$ cat config.mk
export PLATFORM = sky130hd
export DESIGN_NAME = dds_sweep_ctrl
export DESIGN_NICKNAME = d
export VERILOG_FILES = /design/src/rtl/dds_sweep_ctrl_pkg.sv /design/src/rtl/dds_sweep_ctrl_phase_accum.sv /design/src/rtl/dds_sweep_ctrl.sv
export SDC_FILE = /design/constraint.sdc
export NUM_CORES = 1
export LEC_CHECK = 0
export BUFFER_PORTS_ARGS = -buffer_cell sky130_fd_sc_hd__buf_4
export CORE_MARGIN = 4
export CORE_UTILIZATION = 38
export CTS_CLUSTER_SIZE = 10
export DETAILED_ROUTE_END_ITERATION = 8
export PLACE_DENSITY_LB_ADDON = 0.15
export SKIP_LAST_GASP = 1
export SYNTH_ARGS = -nofsm -noshare
export SYNTH_HDL_FRONTEND = slang
export SYNTH_SLANG_ARGS = --single-unit
$ cat constraint.sdc
create_clock -name clk -period 18.3 [get_ports clk]
set_clock_uncertainty 0.2 [all_clocks]
set_input_delay 0.915 -clock clk [delete_from_list [all_inputs] [get_ports clk]]
set_output_delay 0.915 -clock clk [all_outputs]
set_load 0.1 [all_outputs]
$ cat src/rtl/dds_sweep_ctrl_pkg.sv
// Shared types for the DDS sweep controller: FSM states, waveform codes,
// the shadow configuration bundle and the saturating FTW step helper.
package dds_pkg;

  localparam int PHASE_W = 28;
  localparam int DWELL_W = 16;

  typedef enum logic [1:0] {
    IDLE  = 2'd0,
    ARMED = 2'd1,
    SWEEP = 2'd2,
    HOLD  = 2'd3
  } state_t;

  typedef enum logic [1:0] {
    SINE     = 2'b00,
    SQUARE   = 2'b01,
    TRIANGLE = 2'b10,
    SAW      = 2'b11
  } wave_style_t;

  typedef struct packed {
    logic [PHASE_W-1:0] start_ftw;
    logic [PHASE_W-1:0] stop_ftw;
    logic [PHASE_W-1:0] step;
    logic [DWELL_W-1:0] dwell;
    logic               loop;
    wave_style_t        wave_style;
    logic [PHASE_W-1:0] phase_offset;
  } sweep_cfg_t;

  // Moves cur one step toward stop, landing exactly on stop instead of overshooting.
  function automatic logic [PHASE_W-1:0] step_toward(
    input logic [PHASE_W-1:0] cur,
    input logic [PHASE_W-1:0] stop,
    input logic [PHASE_W-1:0] step,
    input logic               up
  );
    logic [PHASE_W-1:0] step_eff;
    logic [PHASE_W-1:0] gap;
    step_eff = (step == '0) ? PHASE_W'(1) : step;
    gap      = up ? (stop - cur) : (cur - stop);
    if (gap <= step_eff) step_toward = stop;
    else                 step_toward = up ? (cur + step_eff) : (cur - step_eff);
  endfunction

endpackage

$ cat src/rtl/dds_sweep_ctrl_phase_accum.sv
// Phase accumulator for one DDS channel: clear wins over enable; wraps modulo 2^PHASE_W.
module phase_accum #(
  parameter int PHASE_W = 28
) (
  input  logic               clk,
  input  logic               rst_n,
  input  logic               clear_i,
  input  logic               en_i,
  input  logic [PHASE_W-1:0] ftw_i,
  output logic [PHASE_W-1:0] phase_o
);

  logic [PHASE_W-1:0] phase_q;

  // NOTE: sequential state uses non-blocking assignments so every register samples pre-edge values.
  always_ff @(posedge clk or negedge rst_n) begin
    if (!rst_n)       phase_q <= '0;
    else if (clear_i) phase_q <= '0;
    else if (en_i)    phase_q <= phase_q + ftw_i;
  end

  assign phase_o = phase_q;

endmodule

$ cat src/rtl/dds_sweep_ctrl.sv
// Linear FTW sweep sequencer for one DDS channel with shadowed configuration.
// Optional DDS_SWEEP_PHASE_SYNC_EN: clear phase on each loop reload of start_ftw.
module dds_sweep_ctrl #(
  parameter int PHASE_W = 28,
  parameter int DWELL_W = 16
) (
  input  logic               clk,
  input  logic               rst_n,
  input  logic               cfg_valid,
  output logic               cfg_ready,
  input  logic [PHASE_W-1:0] cfg_start_ftw,
  input  logic [PHASE_W-1:0] cfg_stop_ftw,
  input  logic [PHASE_W-1:0] cfg_step,
  input  logic [DWELL_W-1:0] cfg_dwell,
  input  logic               cfg_loop,
  input  logic [1:0]         cfg_wave_style,
  input  logic [PHASE_W-1:0] cfg_phase_offset,
  input  logic               start,
  input  logic               abort,
  output logic [PHASE_W-1:0] phase,
  output logic [PHASE_W-1:0] phase_offset,
  output logic [1:0]         wave_style,
  output logic [PHASE_W-1:0] ftw,
  output logic               busy,
  output logic               sweep_done
);

  import dds_pkg::*;

  state_t             state_q;
  sweep_cfg_t         cfg_q;
  logic [PHASE_W-1:0] ftw_q;
  logic [PHASE_W-1:0] phase_offset_q;
  wave_style_t        wave_style_q;
  logic [DWELL_W-1:0] dwell_cnt_q;
  logic               busy_q;
  logic               ready_q;
  logic               sweep_done_q;

  logic               xfer;
  logic               start_go;
  logic               dwell_done;
  logic               at_stop;
  logic               sweep_up;
  logic               reload;
  logic [PHASE_W-1:0] stepped_ftw;
  logic               acc_clear;
  logic               acc_en;

  assign xfer        = cfg_valid && ready_q;
  assign start_go    = start && !abort && !xfer && ((state_q == ARMED) || (state_q == HOLD));
  assign dwell_done  = (dwell_cnt_q == cfg_q.dwell);
  assign at_stop     = (ftw_q == cfg_q.stop_ftw);
  assign sweep_up    = (cfg_q.stop_ftw >= cfg_q.start_ftw);
  assign reload      = at_stop && cfg_q.loop;
  assign stepped_ftw = step_toward(ftw_q, cfg_q.stop_ftw, cfg_q.step, sweep_up);

  // NOTE: every signal driven here gets a default first, so no latch can be inferred.
  always_comb begin
    acc_clear = 1'b0;
    acc_en    = 1'b0;
    if (abort || xfer || start_go) begin
      acc_clear = 1'b1;
    end else begin
      unique case (state_q)
        SWEEP: begin
          acc_en = 1'b1;
`ifdef DDS_SWEEP_PHASE_SYNC_EN
          if (dwell_done && reload) acc_clear = 1'b1;
`endif
        end
        HOLD:    acc_en    = 1'b1;
        default: acc_clear = 1'b1;
      endcase
    end
  end

  phase_accum #(.PHASE_W(PHASE_W)) u_phase_accum (
    .clk     (clk),
    .rst_n   (rst_n),
    .clear_i (acc_clear),
    .en_i    (acc_en),
    .ftw_i   (ftw_q),
    .phase_o (phase)
  );

  // NOTE: shadow registers are reset too; abort and reset both leave them at a known zero.
  always_ff @(posedge clk or negedge rst_n) begin
    if (!rst_n) begin
      state_q        <= IDLE;
      cfg_q          <= '0;
      ftw_q          <= '0;
      phase_offset_q <= '0;
      wave_style_q   <= SINE;
      dwell_cnt_q    <= '0;
      busy_q         <= 1'b0;
      ready_q        <= 1'b1;
      sweep_done_q   <= 1'b0;
    end else begin
      sweep_done_q <= 1'b0;
      if (abort) begin
        state_q        <= IDLE;
        cfg_q          <= '0;
        ftw_q          <= '0;
        phase_offset_q <= '0;
        wave_style_q   <= SINE;
        dwell_cnt_q    <= '0;
        busy_q         <= 1'b0;
        ready_q        <= 1'b1;
      end else if (xfer) begin
        cfg_q <= '{start_ftw:    cfg_start_ftw,
                   stop_ftw:     cfg_stop_ftw,
                   step:         cfg_step,
                   dwell:        cfg_dwell,
                   loop:         cfg_loop,
                   wave_style:   wave_style_t'(cfg_wave_style),
                   phase_offset: cfg_phase_offset};
        state_q <= ARMED;
        busy_q  <= 1'b0;
        ready_q <= 1'b1;
      end else if (start_go) begin
        state_q        <= SWEEP;
        ftw_q          <= cfg_q.start_ftw;
        dwell_cnt_q    <= '0;
        phase_offset_q <= cfg_q.phase_offset;
        wave_style_q   <= cfg_q.wave_style;
        busy_q         <= 1'b1;
        ready_q        <= 1'b0;
      end else if (state_q == SWEEP) begin
        if (!dwell_done) begin
          dwell_cnt_q <= dwell_cnt_q + 1'b1;
        end else begin
          dwell_cnt_q <= '0;
          if (at_stop) begin
            // Stop value has served its dwell: loop reloads, otherwise only start==stop lands here.
            sweep_done_q <= !cfg_q.loop || (cfg_q.start_ftw == cfg_q.stop_ftw);
            if (reload) begin
              ftw_q <= cfg_q.start_ftw;
            end else begin
              state_q <= HOLD;
              busy_q  <= 1'b0;
              ready_q <= 1'b1;
            end
          end else begin
            ftw_q <= stepped_ftw;
            if (stepped_ftw == cfg_q.stop_ftw) begin
              sweep_done_q <= 1'b1;
              if (!cfg_q.loop) begin
                state_q <= HOLD;
                busy_q  <= 1'b0;
                ready_q <= 1'b1;
              end
            end
          end
        end
      end
    end
  end

  assign cfg_ready    = ready_q;
  assign busy         = busy_q;
  assign sweep_done   = sweep_done_q;
  assign ftw          = ftw_q;
  assign phase_offset = phase_offset_q;
  assign wave_style   = wave_style_q;

endmodule

Yosys cells after proc, flatten, opt, wreduce, memory -nomap -nowiden
Index checks and enable logic that the tools add are counted.
W data, S select, Z words.
{"block": "classes", "magnitude_cmp": 2, "reduce_logical": 26, "n_eq_ne": 11, "n_addsub": 6, "mux": 64}
{"op": "$mux W28", "n": 16}
{"op": "$mux W131", "n": 2}
{"op": "$eq A28 B28 Y1", "n": 3}
{"op": "$sub A28 B28 Y28", "n": 3}
{"op": "$mux W16", "n": 5}
{"op": "$add A28 B28 Y28", "n": 2}
{"op": "$mux W1", "n": 29}
{"op": "$ge A28 B28 Y1", "n": 1}
{"op": "$le A28 B28 Y1", "n": 1}
{"op": "$logic_not A28 Y1", "n": 1}
{"op": "$mux W2", "n": 12}
{"op": "$add A16 B1 Y16 const B", "n": 1}
{"op": "$eq A16 B16 Y1", "n": 1}
{"op": "$reduce_bool A4 Y1", "n": 2}
{"op": "$reduce_bool A2 Y1", "n": 3}
{"op": "$reduce_bool A3 Y1", "n": 2}
{"op": "$logic_and A1 B1 Y1", "n": 5}
{"op": "$ne A5 B2 Y1 const B", "n": 1}
{"op": "$ne A5 B5 Y1 const B", "n": 1}
{"op": "$reduce_and A5 Y1", "n": 1}
{"op": "$reduce_bool A5 Y1", "n": 1}
{"op": "$eq A2 B2 Y1 const B", "n": 2}
{"op": "$logic_or A1 B1 Y1", "n": 4}
{"op": "$ne A4 B3 Y1 const B", "n": 1}
{"op": "6 further kinds", "n": 9}
{"block": "word_totals", "wordCells": 125, "output_inout_bits": 89, "regBits": 238, "input_bits": 136}

Logic depth before layout (Yosys ltp)
Gate-level depths: netlist of run 1.
{"block": "logic_depth", "ltp_word": 13, "ltp_mapped": 27, "depth_no_buf": 27}

Modules after synthesis
Synthesis of run 1 repeated with hierarchy kept, for this count alone.
{"block": "hier_totals", "cells_unflattened": 2250, "area_unflattened_um2": 18501.5}
{"module": "dds_sweep_ctrl", "seq_area_each_um2": 5256.3, "cells_per_inst": 1969, "instances": 1, "area_each_um2": 15962.8}
{"module": "phase_accum", "seq_area_each_um2": 700.7, "cells_per_inst": 281, "instances": 1, "area_each_um2": 2538.7}

Worst setup path after synthesis of run 1
No wires, ideal clock.
{"block": "synth_path", "path_type": "register -> register", "start": "register ftw_q[1], in the netlist ftw[1]", "end": "register ftw_q[0], in the netlist ftw[0]", "arrival_ns": 5.886, "required_ns": 18.017, "setup_slack_ns": 12.132, "setup_ns": 0.083, "period_less_slack_ns": 6.168, "n_path_buf": 2, "path_stages_with_launch": 25, "cell_sequence": "dfrtp_1 -> inv_1 -> ha_1 -> nor2b_1 -> a221o_1 -> a31oi_1 -> o21ai_1 -> a21oi_1 -> nor2_1 -> o41ai_1 -> o21ai_1 -> xor2_1 -> ha_1 -> a21o_1 -> a21o_1 -> a2111o_1 -> a221oi_1 -> o21ai_1 -> o21ai_1 -> clkbuf_1 -> clkbuf_1 -> nand2_1 -> a21oi_1 -> a21oi_1 -> o21ai_0"}
{"block": "synth_via", "elab_chain_cells": 10, "elab_cells_between_ends": 15, "classes_between": "add/sub (2); order compare (1); eq/ne (2); mux (8); reduce/logical (2)"}
{"element": "start, declared", "line": "dds_sweep_ctrl.sv:32", "text": "logic [PHASE_W-1:0] ftw_q;"}
{"element": "start signal, assigned", "line": "dds_sweep_ctrl.sv:123", "text": "ftw_q <= cfg_q.start_ftw;"}
{"element": "start signal, assigned", "line": "dds_sweep_ctrl.sv:138", "text": "ftw_q <= cfg_q.start_ftw;"}
{"element": "start signal, assigned", "line": "dds_sweep_ctrl.sv:145", "text": "ftw_q <= stepped_ftw;"}
{"element": "$sub A28 B28 Y28", "line": "dds_sweep_ctrl_pkg.sv:42", "text": "gap = up ? (stop - cur) : (cur - stop);"}
{"element": "$mux W28", "line": "dds_sweep_ctrl_pkg.sv:42"}
{"element": "$le A28 B28 Y1", "line": "dds_sweep_ctrl_pkg.sv:43", "text": "if (gap <= step_eff) step_toward = stop;"}
{"element": "$mux W28", "line": "dds_sweep_ctrl_pkg.sv:43"}
{"element": "$mux W28", "line": "dds_sweep_ctrl.sv:134", "text": "if (at_stop) begin"}
{"element": "$mux W28", "line": "dds_sweep_ctrl.sv:130", "text": "if (!dwell_done) begin"}
{"element": "$mux W28", "line": "dds_sweep_ctrl.sv:129", "text": "end else if (state_q == SWEEP) begin"}
{"element": "$mux W28", "line": "dds_sweep_ctrl.sv:121", "text": "end else if (start_go) begin"}
{"element": "$mux W28", "line": "dds_sweep_ctrl.sv:110", "text": "end else if (xfer) begin"}
{"element": "$mux W28", "line": "dds_sweep_ctrl.sv:101", "text": "if (abort) begin"}
Parallel ways exist; a longest one is shown, timed or not. The select of a mux whose other input is x is not followed.
A chain may end at the register's enable or synchronous reset.

Worst setup path after layout of run 1
{"block": "layout_path", "start": "register cfg_q[63] in the netlist's numbering", "end": "register state_q[0]"}
{"block": "layout_via", "elab_chain_cells": 8, "elab_cells_between_ends": 10, "classes_between": "add/sub (2); order compare (1); eq/ne (1); mux (3); reduce/logical (3)"}
{"element": "start, declared", "line": "dds_sweep_ctrl.sv:31", "text": "sweep_cfg_t cfg_q;"}
{"element": "start signal, assigned", "line": "dds_sweep_ctrl.sv:111", "text": "cfg_q <= '{start_ftw: cfg_start_ftw,"}
{"element": "$logic_not A28 Y1", "line": "dds_sweep_ctrl_pkg.sv:41", "text": "step_eff = (step == '0) ? PHASE_W'(1) : step;"}
{"element": "$mux W28 (*)", "line": "dds_sweep_ctrl_pkg.sv:41"}
{"element": "$sub A28 B28 Y28 or $add A28 B28 Y28 (tied branches)", "line": "dds_sweep_ctrl_pkg.sv:44", "text": "else step_toward = up ? (cur + step_eff) : (cur - step_eff);"}
{"element": "$mux W28", "line": "dds_sweep_ctrl_pkg.sv:44"}
{"element": "$mux W28 (*)", "line": "dds_sweep_ctrl_pkg.sv:43"}
{"element": "$eq A28 B28 Y1 (*)", "line": "dds_sweep_ctrl.sv:146", "text": "if (stepped_ftw == cfg_q.stop_ftw) begin"}
{"element": "$reduce_bool A5 Y1 (no line) (*)"}
{"element": "$reduce_and A5 Y1 (no line) (*)"}
{"element": "end signal, assigned", "line": "dds_sweep_ctrl.sv:122", "text": "state_q <= SWEEP;"}
{"element": "end signal, assigned", "line": "dds_sweep_ctrl.sv:140", "text": "state_q <= HOLD;"}
{"element": "end signal, assigned", "line": "dds_sweep_ctrl.sv:149", "text": "state_q <= HOLD;"}
{"element": "end, declared", "line": "dds_sweep_ctrl.sv:30", "text": "state_t state_q;"}
Mark *: on every way between the ends. The rest lies on a longest branch, timed or not.

==> impl_metrics.ini, run 1 <==
[clock_tree]
clkSinkCount = 238
cts-resized-gates = 0
cts_root_buf = clkbuf_16
clk_pin_slew_ns = 0.06
cts_buffers = 29
post-cts-setup-buffers = 0
ctsLongestPathBuffers = 3
clk_latency_ns = 0.60
cts_hold_buf = 0
tritoncts = done
cts.htree.levels = 1

[yosys]
ys.flop_type = dfrtp_1
ys_seq_elements = 238
synth_area_sq_mm = 0.01751
ys_seq_area_share_pct = 34.01
netlist.area_leader.share_pct = 33.86
synthesis.instances = 1952
yosysTopAreaCell = dfrtp_1
synthDistinctLibCells = 94
synth_edf_count = 0
ys_async_sr_fraction_pct = 100.0
synth_nets = 2262
yosys_warnings = 0
synthTopCellsByArea = dfrtp_1, ha_1, a22o_1
post_synth.cell_area_avg_sq_um = 8.972

[floorplanning]
core-area_sq_mm = 0.04548
start_util_pct = 38.51
die-area_sq_mm = 0.04959
rows = 78
io_pins = 225
die_x_microns = 222.7
die_h_microns = 222.7

[power_and_ir_drop]
clkPwrFrac_pct = 16.2
p_switching_mw = 1.598
powerDensity_mw_per_mm2 = 157.4
share_comb_of_total_power_pct = 62.4
power.leakage_nw = 9.958
seq_power_share_pct = 21.4
power.internal_mw = 1.625
switching_share_pct = 49.59
peakVddDrop_mv = 0.1168

[timing]
setup_violations = 0
slew-limit-headroom_pct = 20.62
max_freq_ghz = 0.1336
setup_tns_ns = 0
worst_pin_slew_ns = 1.188
period_needed_ns = 7.483
rsz0062_at_grt = false
slew_violations = 0
hold_viol = 0
fin_crit_sh_pct = 40.89

[placed_design]
place_hpwl_microns = 44740
place_congestion = 0.9017
place_area_sq_mm = 0.01965
port_buffers = 224
place_inst = 2689

[finish]
instances_no_fill = 2733
fill_cells = 4545
drive_above_1_share_pct = 15.02
stdcell_area_sq_mm = 0.02047
seq_area_sq_mm = 0.005957
syn_to_final_growth_pct = 16.90
multi_input_area_sq_mm = 0.01065
fin_nets = 2430

[run_status]
status = finished clean

[critical_path]
critPathArrivalTime_ns = 7.80
r2r_slack_ns = 10.82
crit_path_max_fanout = 9
cp_top_family = simple AND/OR/NAND/NOR gates
path_buf_inv = 1
r2r_start = cfg_q[63]$_DFFE_PN0N_
crit_cells = 25
timing_worst_setup_path_type = flip-flop to flip-flop
r2r-end = state_q[0]$_DFFE_PN0P_
crit_required_ns = 18.62
r2r_cells = 25
crit_path_end_kind = flip-flop
cpPeakStageDelay_ns = 0.46
cp_slowest_cell = or4_4
start_kind = flip-flop

[routing]
drc = 0
antenna_left = 0
drtIter0Drc = 983
wl_microns = 58570
vias = 15210
vias_per_cell = 5.566
wire_per_inst_microns = 21.43
dr.pass1.iters = 5

[global_route]
grt_pass1_vias = 15380
grt_max_degree = 104
grt-ovfl-total = 0
grt_usage_pct = 23.06
antenna_found_initial = 1
grt_first_pass_wirelength_microns = 91430

[run]
cap_violations = 0

[hold_path]
hp-class = input pin to asynchronous set/reset pin
==> per-layer routing <==
metal / GRT usage [%] / part of all wire (%)
met5: 0 / 0
met4: 6.184 / 3.1
met3: 4.954 / 6.4
met2: 36.75 / 45
met1: 31.91 / 45
==> worst max-delay path by stage <==
| stage | startpoint | end | slack, ns |
|---|---|---|---|
| after floorplan | ftw[1]$_DFFE_PN0P_ | ftw[0]$_DFFE_PN0P_ | 12.13 |
| after global placement | cfg_q[63]$_DFFE_PN0N_ | state_q[0]$_DFFE_PN0P_ | 10.91 |
| after detailed placement | cfg_q[63]$_DFFE_PN0N_ | state_q[0]$_DFFE_PN0P_ | 10.90 |
| after CTS | cfg_q[63]$_DFFE_PN0N_ | state_q[0]$_DFFE_PN0P_ | 10.85 |
| after global routing | cfg_q[90]$_DFFE_PN0N_ | state_q[0]$_DFFE_PN0P_ | 10.45 |
| final | cfg_q[63]$_DFFE_PN0N_ | state_q[0]$_DFFE_PN0P_ | 10.82 |
==> synth_stat cells (41+ instances only) <==
library cell / count
dfrtp_1: 237
nand2_1: 196
ha_1: 170
a21oi_1: 159
inv_1: 138
a22o_1: 131
nor2_1: 118
xnor2_1: 102
clkbuf_1: 83
a21o_1: 59
o21ai_0: 55
xor2_1: 41
==> per-stage QoR <==
step	setup WS (ns)	total power [mW]	util, %	hold slack, ns
CTS	10.85	3.230	45.00	0.1926
floorplan	12.13	2.156	-	0.2391
detailed placement	10.90	2.685	43.21	0.2569
global placement	10.91	2.683	43.21	0.2539
global route	10.45	3.475	45.00	0.2417
finish	10.82	3.223	45.01	0.1633
==> cell families after synthesis <==
logic type               count (synthesis)  share of synthesized area, %
XOR/XNOR                               149                         7.923
flip-flops                             238                         34.01
multiplexers                            24                         1.479
adder cells (fa/ha/maj)                174                         12.60
buffers and inverters                  236                         5.301
AND/OR/NAND/NOR                        535                         14.81
AO/OA/AOI/OAI                          596                         23.87
==> sequential cells by signal, indices dropped and copies added (netlist names) <==
name                   count
sweep_done                 1
phase_offset              28
wave_style                 2
u_phase_accum.phase_o     28
dwell_cnt_q               16
cfg_ready                  1
ftw                       28
state_q                    2
cfg_q                    131
busy                       1
==> cell type report <==
| class | instances | area share [%] |
|---|---|---|
| timing repair buffer | 235 | 8.654 |
| clock inverter | 5 | 0.1956 |
| sequential | 238 | 29.10 |
| multi-input combinational | 1478 | 52.04 |
| inverter | 138 | 2.530 |
| tap | 600 | 3.667 |
| clock buffer | 37 | 3.789 |
| antenna | 2 | 0.02445 |
==> power by group through the flow <==
stage               clock network, mW  logic (mW)  registers (mW)
global route                    0.559        2.22           0.697
finish                          0.522        2.01           0.689
floorplan                           0        1.33           0.826
detailed placement                  0        1.99           0.697
global placement                    0        1.99           0.695
CTS                             0.541        2.00           0.688
==> cells in the final DEF, fill, tap and decap left out, types with 12 or more instances in the layout <==
| cell type | n |
|---|---|
| nor2b_1 | 22 |
| nand2_1 | 196 |
| dfrtp_1 | 237 |
| a21oi_1 | 158 |
| o21ai_0 | 55 |
| nand4_1 | 33 |
| a31oi_1 | 19 |
| clkbuf_16 | 29 |
| nor2_1 | 117 |
| inv_1 | 138 |
| nor3_1 | 28 |
| a211oi_1 | 13 |
| buf_4 | 234 |
| o21bai_1 | 12 |
| mux2i_1 | 18 |
| xnor2_1 | 102 |
| o31ai_1 | 12 |
| nand3b_1 | 18 |
| xor2_1 | 41 |
| nand2b_1 | 13 |
| o21ai_1 | 31 |
| nand3_1 | 29 |
| o211ai_1 | 12 |
| and3_1 | 19 |
| a22o_1 | 131 |
| a21o_1 | 59 |
| ha_1 | 170 |
Note: power is estimated with default switching activity, not from simulation.
==> run 2, diff against run 1 <==
==> constraint.sdc (replaced) <==
create_clock -name clk -period 6.6 [get_ports clk]
set_clock_uncertainty 0.2 [all_clocks]
set_input_delay 0.33 -clock clk [delete_from_list [all_inputs] [get_ports clk]]
set_output_delay 0.33 -clock clk [all_outputs]
set_load 0.1 [all_outputs]
==> impl_metrics.ini, run 2 (synthesis gave the netlist of run 1 again) <==
[floorplanning]
core-area_sq_mm = 0.04548
io_pins = 225
die_x_microns = 222.7
start_util_pct = 38.51
die-area_sq_mm = 0.04959
rows = 78
die_h_microns = 222.7

[clock_tree]
ctsLongestPathBuffers = 3
clk_pin_slew_ns = 0.06
clkSinkCount = 238
clk_latency_ns = 0.58
cts_root_buf = clkbuf_16
tritoncts = done
cts.htree.levels = 1
cts_buffers = 29

[critical_path]
timing_worst_setup_path_type = flip-flop to flip-flop
start_kind = flip-flop
critPathArrivalTime_ns = 6.64
crit_path_end_kind = flip-flop
cpPeakStageDelay_ns = 0.46
cp_top_family = simple AND/OR/NAND/NOR gates
cp_slowest_cell = or4_4
crit_required_ns = 6.90
crit_path_max_fanout = 5
path_buf_inv = 2
cp_common_cell = nand4_1
r2r_slack_ns = 0.26

[timing]
period_needed_ns = 6.345
max_freq_ghz = 0.1576
slew-limit-headroom_pct = 30.95
setup_violations = 0
rsz0062_at_grt = true
slew_violations = 0
fin_crit_sh_pct = 96.13
worst_pin_slew_ns = 1.036
setup_tns_ns = 0
hold_viol = 0

[routing]
wl_met1_microns = 28650
met2WireLength_microns = 27600
antenna_left = 0
drtIter0Drc = 1071
highest-signal-layer = met5
route.met3.wl_microns = 4165
wire_per_inst_microns = 20.96
dr.pass1.iters = 5
drc = 0
wl_microns = 62280
vias_per_cell = 5.486
vias = 16310

[global_route]
antenna_found_initial = 3
grt_usage_pct = 24.40
grt-ovfl-total = 0
grt_first_pass_wirelength_microns = 96800
grt_max_degree = 146
grt_pass1_vias = 16560

[finish]
seq_area_sq_mm = 0.005958
fin_nets = 2669
final_common_cell = buf_4
syn_to_final_growth_pct = 30.02
largest-register = cfg_q
drive_above_1_share_pct = 18.86
largest_reg_flops = 131
final_cell_mix = buf_4, dfrtp_1, nand2_1, ha_1, a21oi_1
multi_input_area_sq_mm = 0.01077
fill_cells = 4307
instances_no_fill = 2972

[hold_path]
hp-class = input pin to flip-flop

[power_and_ir_drop]
powerDensity_mw_per_mm2 = 417.9
peakVddDrop_mv = 0.2340
share_comb_of_total_power_pct = 65.5
seq_power_share_pct = 18.9
p_switching_mw = 4.556
power.leakage_nw = 11.09
switching_share_pct = 47.88
clkPwrFrac_pct = 15.6
power.internal_mw = 4.959

[run]
cap_violations = 0

[run_status]
status = finished clean

[placed_design]
place_hpwl_microns = 47400
port_buffers = 224
place_congestion = 0.9277
place_inst = 2782
==> run 2: cell types whose count changed in the layout (fill, tap and decap cells not counted), sizes merged <==
cell and delta:
dlygate4sd3 +133, buf +106, clkbuf +3, clkinv -3, bufinv +1, inv -1
==> run 2: worst register-to-register path, delay by kind of cell, from the launching register on <==
family,cells,cell delay (ns)
AOI/OAI and AO/OA,6,1.13
adders and majority gates,2,0.52
DFF,1,0.41
xor gates and xnor gates,2,0.50
buffers and inverters,2,0.24
and+or+nand+nor,16,3.30
==> run 2: stage by stage <==
step	util, %	cell area [sq um]	setup slack (ns)	power (mW)	hold slack [ns]
2_1_floorplan	-	17510	0.4315	5.977	-0.1656
3_3_place_gp	44.80	20370	0.2007	7.772	0.2183
3_5_place_dp	44.80	20370	0.1406	7.800	0.2201
4_1_cts	49.58	22550	0.08967	9.404	0.02887
5_1_grt	50.06	22770	-0.006162	10.22	0.04009
6_report	50.07	22770	0.2554	9.515	0.03822
==> run 2: cell type report <==
class / count / share of cell area (%)
tap: 600 / 3.297
inverter: 138 / 2.275
sequential: 238 / 26.17
clock buffer: 40 / 3.544
multi-input combinational: 1478 / 47.29
timing repair buffer: 474 / 17.25
clock inverter: 2 / 0.1539
antenna: 2 / 0.02198
==> run 2: power groups by stage <==
stage / sequential, mW / combinational, mW / clock, mW
2_1_floorplan: 2.29 / 3.69 / 0
3_3_place_gp: 1.82 / 5.95 / 0
3_5_place_dp: 1.82 / 5.98 / 0
4_1_cts: 1.80 / 6.08 / 1.53
5_1_grt: 1.82 / 6.81 / 1.59
6_report: 1.80 / 6.23 / 1.49
==> run 2: per-layer routing <==
metal  global-route usage [%]  vias to the layer above
met4                    6.661                        2
li1                         -                     7812
met5                        0                        -
met2                    38.13                      487
met3                    4.439                       91
met1                    34.87                     7913
==> run 2: timing repair <==
action | CTS | global route
buffers inserted | 0 | 13
hold buffers | 133 | 0
resized for setup | 0 | 27
endpoints found under the hold margin | 227 | 0
setup endpoints to repair | 0 | 30
==> run 2: path summary, 6_finish.rpt <==
kind	start	end	cells past startpoint
max in group asynchronous	rst_n	cfg_q[92]$_DFFE_PN0N_	3
min reg2reg	cfg_q[2]$_DFFE_PN0N_	phase_offset[2]$_DFFE_PN0P_	2
max reg2reg	cfg_q[64]$_DFFE_PN0N_	state_q[0]$_DFFE_PN0P_	28
min in group asynchronous	rst_n	cfg_q[55]$_DFFE_PN0N_	2
min	abort	phase_offset[23]$_DFFE_PN0P_	2
max	cfg_q[64]$_DFFE_PN0N_	state_q[0]$_DFFE_PN0P_	28
==> run 3, diff against run 2 <==
--- a/config.mk
+++ b/config.mk
@@ -6,6 +6,8 @@
 export NUM_CORES = 1
 export LEC_CHECK = 0
 export BUFFER_PORTS_ARGS = -buffer_cell sky130_fd_sc_hd__buf_4
+export CELL_PAD_IN_SITES_DETAIL_PLACEMENT = 1
+export CELL_PAD_IN_SITES_GLOBAL_PLACEMENT = 1
 export CORE_MARGIN = 4
 export CORE_UTILIZATION = 38
 export CTS_CLUSTER_SIZE = 10
@@ -14,4 +16,5 @@
 export SKIP_LAST_GASP = 1
 export SYNTH_ARGS = -nofsm -noshare
 export SYNTH_HDL_FRONTEND = slang
+export SYNTH_HIERARCHICAL = 1
 export SYNTH_SLANG_ARGS = --single-unit
==> impl_metrics.ini, run 3 <==
[timing]
fin_ws_ns = 0.2172
fin_hold_ws_ns = 0.1471
worst_pin_slew_ns = 1.166
max_freq_ghz = 0.1567
fin_crit_sh_pct = 96.71
hold_viol = 0
slew-limit-headroom_pct = 21.99
rsz0062_at_grt = true
setup_violations = 0
slew_violations = 0
period_needed_ns = 6.383

[finish]
largest_reg_flops = 131
syn_to_final_growth_pct = 31.26
multi_input_area_sq_mm = 0.01173
largest-register = cfg_q
antennaDiodeCount = 0
final_common_cell = nand2_1
final_cell_mix = nand2_1, buf_4, a21oi_1, dfrtp_1, ha_1
stdcell_area_sq_mm = 0.02428
seq_area_sq_mm = 0.005957
fin_nets = 2992
drive_above_1_share_pct = 17.96
fill_cells = 5651

[clock_tree]
tritoncts = done
cts_buffers = 31
clk_latency_ns = 0.62
cts_root_buf = clkbuf_16
cts.htree.levels = 1
ctsLongestPathBuffers = 3
clk_pin_slew_ns = 0.06
clkSinkCount = 238

[run_status]
status = finished clean

[critical_path]
start_kind = flip-flop
crit_required_ns = 6.88
critPathArrivalTime_ns = 6.66
path_buf_inv = 1
cp_top_family = simple AND/OR/NAND/NOR gates
crit_path_end_kind = flip-flop
r2r_cells = 25
r2r_slack_ns = 0.22
cp_slowest_cell = or4_4
r2r-end = busy$_DFFE_PN0P_
r2r_start = cfg_q[55]$_DFFE_PN0N_
cp_common_cell = or4_4
cpPeakStageDelay_ns = 0.55
timing_worst_setup_path_type = flip-flop to flip-flop
crit_path_max_fanout = 5

[placed_design]
place_congestion = 0.9470
pre_cts_slack_ns = -0.1790
place_area_sq_mm = 0.02174
port_buffers = 224
place_hpwl_microns = 54370

[global_route]
grt_first_pass_wirelength_microns = 114800
grt_usage_pct = 27.24
antenna_found_initial = 2
grt-ovfl-total = 0
grt_max_degree = 147
grt_pass1_vias = 19910

[yosys]
ys_seq_area_share_pct = 32.20
ys_top_cells_by_count = nand2_1, a21oi_1, dfrtp_1, ha_1, inv_1
yosysTopAreaCell = dfrtp_1
synth.area.mux_share_pct = 3.239
post_synth.cell_area_avg_sq_um = 8.223
yosysMostFrequentCell = nand2_1
ys.flop_type = dfrtp_1
synthDistinctLibCells = 89
ys_seq_elements = 238
synth-simple-area-share_pct = 17.33
synthAdderAreaFrac_pct = 11.93
synthTopCellsByArea = dfrtp_1, ha_1, nand2_1
yosys_warnings = 6
synth_top_family_by_area = compound AO/OA/AOI/OAI gates
synth_edf_count = 0
synth_nets = 2560
synth_area_sq_mm = 0.01850
ys_async_sr_fraction_pct = 100.0
synth_compound_area_share_pct = 22.83
synth_xor_xnor_area_share_pct = 7.128
synthesis.instances = 2250
netlist.area_leader.share_pct = 32.06

[routing]
wl_met1_microns = 32800
dr.pass1.iters = 5
drc = 0
wire_per_inst_microns = 22.00
drtIter0Drc = 847
route.met3.wl_microns = 3281
met2WireLength_microns = 34990
wl_microns = 73050
antenna_left = 0
highest-signal-layer = met5
vias_per_cell = 5.521
vias = 18330

[power_and_ir_drop]
p_total_mw = 9.755
peakVddDrop_mv = 0.3198
powerDensity_mw_per_mm2 = 401.7
power.leakage_nw = 11.47

[floorplanning]
io_pins = 225
die_x_microns = 228.7
die-area_sq_mm = 0.05228
rows = 80
start_util_pct = 38.59
die_h_microns = 228.7
core-area_sq_mm = 0.04795

[run]
cap_violations = 0

[hold_path]
hp-class = input pin to asynchronous set/reset pin
-- run 3: changes by cell type after synthesis, sizes merged, moves of 10 or more --
| cell | before | now |
|---|---|---|
| a211oi | 15 | 25 |
| a21o | 59 | 74 |
| a21oi | 160 | 262 |
| a22o | 132 | 35 |
| clkbuf | 83 | 100 |
| mux2i | 19 | 52 |
| nand2 | 196 | 390 |
| nand2b | 13 | 39 |
| nand3b | 18 | 4 |
| nor2b | 22 | 9 |
| nor3 | 28 | 17 |
| o21ai | 90 | 120 |
| or2 | 12 | 2 |
-- run 3: power by group --
part           leakage [nW]  internal [mW]  switching, mW  total, mW
combinational          7.75           2.69           3.55       6.24
clock                 0.501           1.06          0.710       1.77
sequential             3.22           1.57          0.178       1.75
total                  11.5           5.31           4.44       9.75
-- run 3: cells by family (layout without fill, tap and decap cells) --
family | after synthesis | in the layout
buffers and inverters | 259 | 715
DFF | 238 | 238
AOI/OAI and AO/OA | 656 | 656
xor gates and xnor gates | 149 | 149
adders and majority gates | 174 | 174
and+or+nand+nor | 715 | 715
muxes | 59 | 59
-- run 3: per-layer routing --
layer / up-vias / global-route usage (%)
met5: - / 0
met4: 4 / 6.334
met3: 109 / 3.664
met2: 398 / 47.12
met1: 9083 / 36.28
li1: 8740 / -
-- run 3: cell type report --
class | count | share of cell area [%]
Clock buffer | 47 | 3.565
Clock inverter | 10 | 0.6904
Inverter | 142 | 2.195
Multi-Input combinational cell | 1753 | 48.29
Sequential cell | 238 | 24.53
Tap cell | 615 | 3.169
Timing Repair Buffer | 516 | 17.56
-- run 3: worst max-delay path by stage --
stage | startpoint | end | slack (ns) | cells past startpoint
after floorplan | cfg_q[55]$_DFFE_PN0N_ | busy$_DFFE_PN0P_ | 0.39 | 25
after global placement | cfg_q[55]$_DFFE_PN0N_ | busy$_DFFE_PN0P_ | -0.07 | 25
after detailed placement | cfg_q[55]$_DFFE_PN0N_ | busy$_DFFE_PN0P_ | -0.18 | 25
after CTS | cfg_q[55]$_DFFE_PN0N_ | busy$_DFFE_PN0P_ | 0.02 | 25
after global routing | cfg_q[55]$_DFFE_PN0N_ | busy$_DFFE_PN0P_ | -0.03 | 25
final | cfg_q[55]$_DFFE_PN0N_ | busy$_DFFE_PN0P_ | 0.22 | 25
-- run 3: timing repair --
action / in CTS / in global routing
resized for setup: 6 / 21
endpoints found under the setup margin: 4 / 5
pin swaps: 1 / 11
buffers inserted: 1 / 5
hold buffers: 133 / 0
hold endpoints to repair: 225 / 0
-- run 3: metrics by stage --
stage                     setup TNS, ns  utilization (%)  instances
after floorplan                       0                -       2250
after global placement         -0.06696            45.35       3125
after detailed placement        -0.3599            45.35       3125
after CTS                             0            50.37       3316
after global routing           -0.03252            50.65       3321
final                                 0            50.65       3321
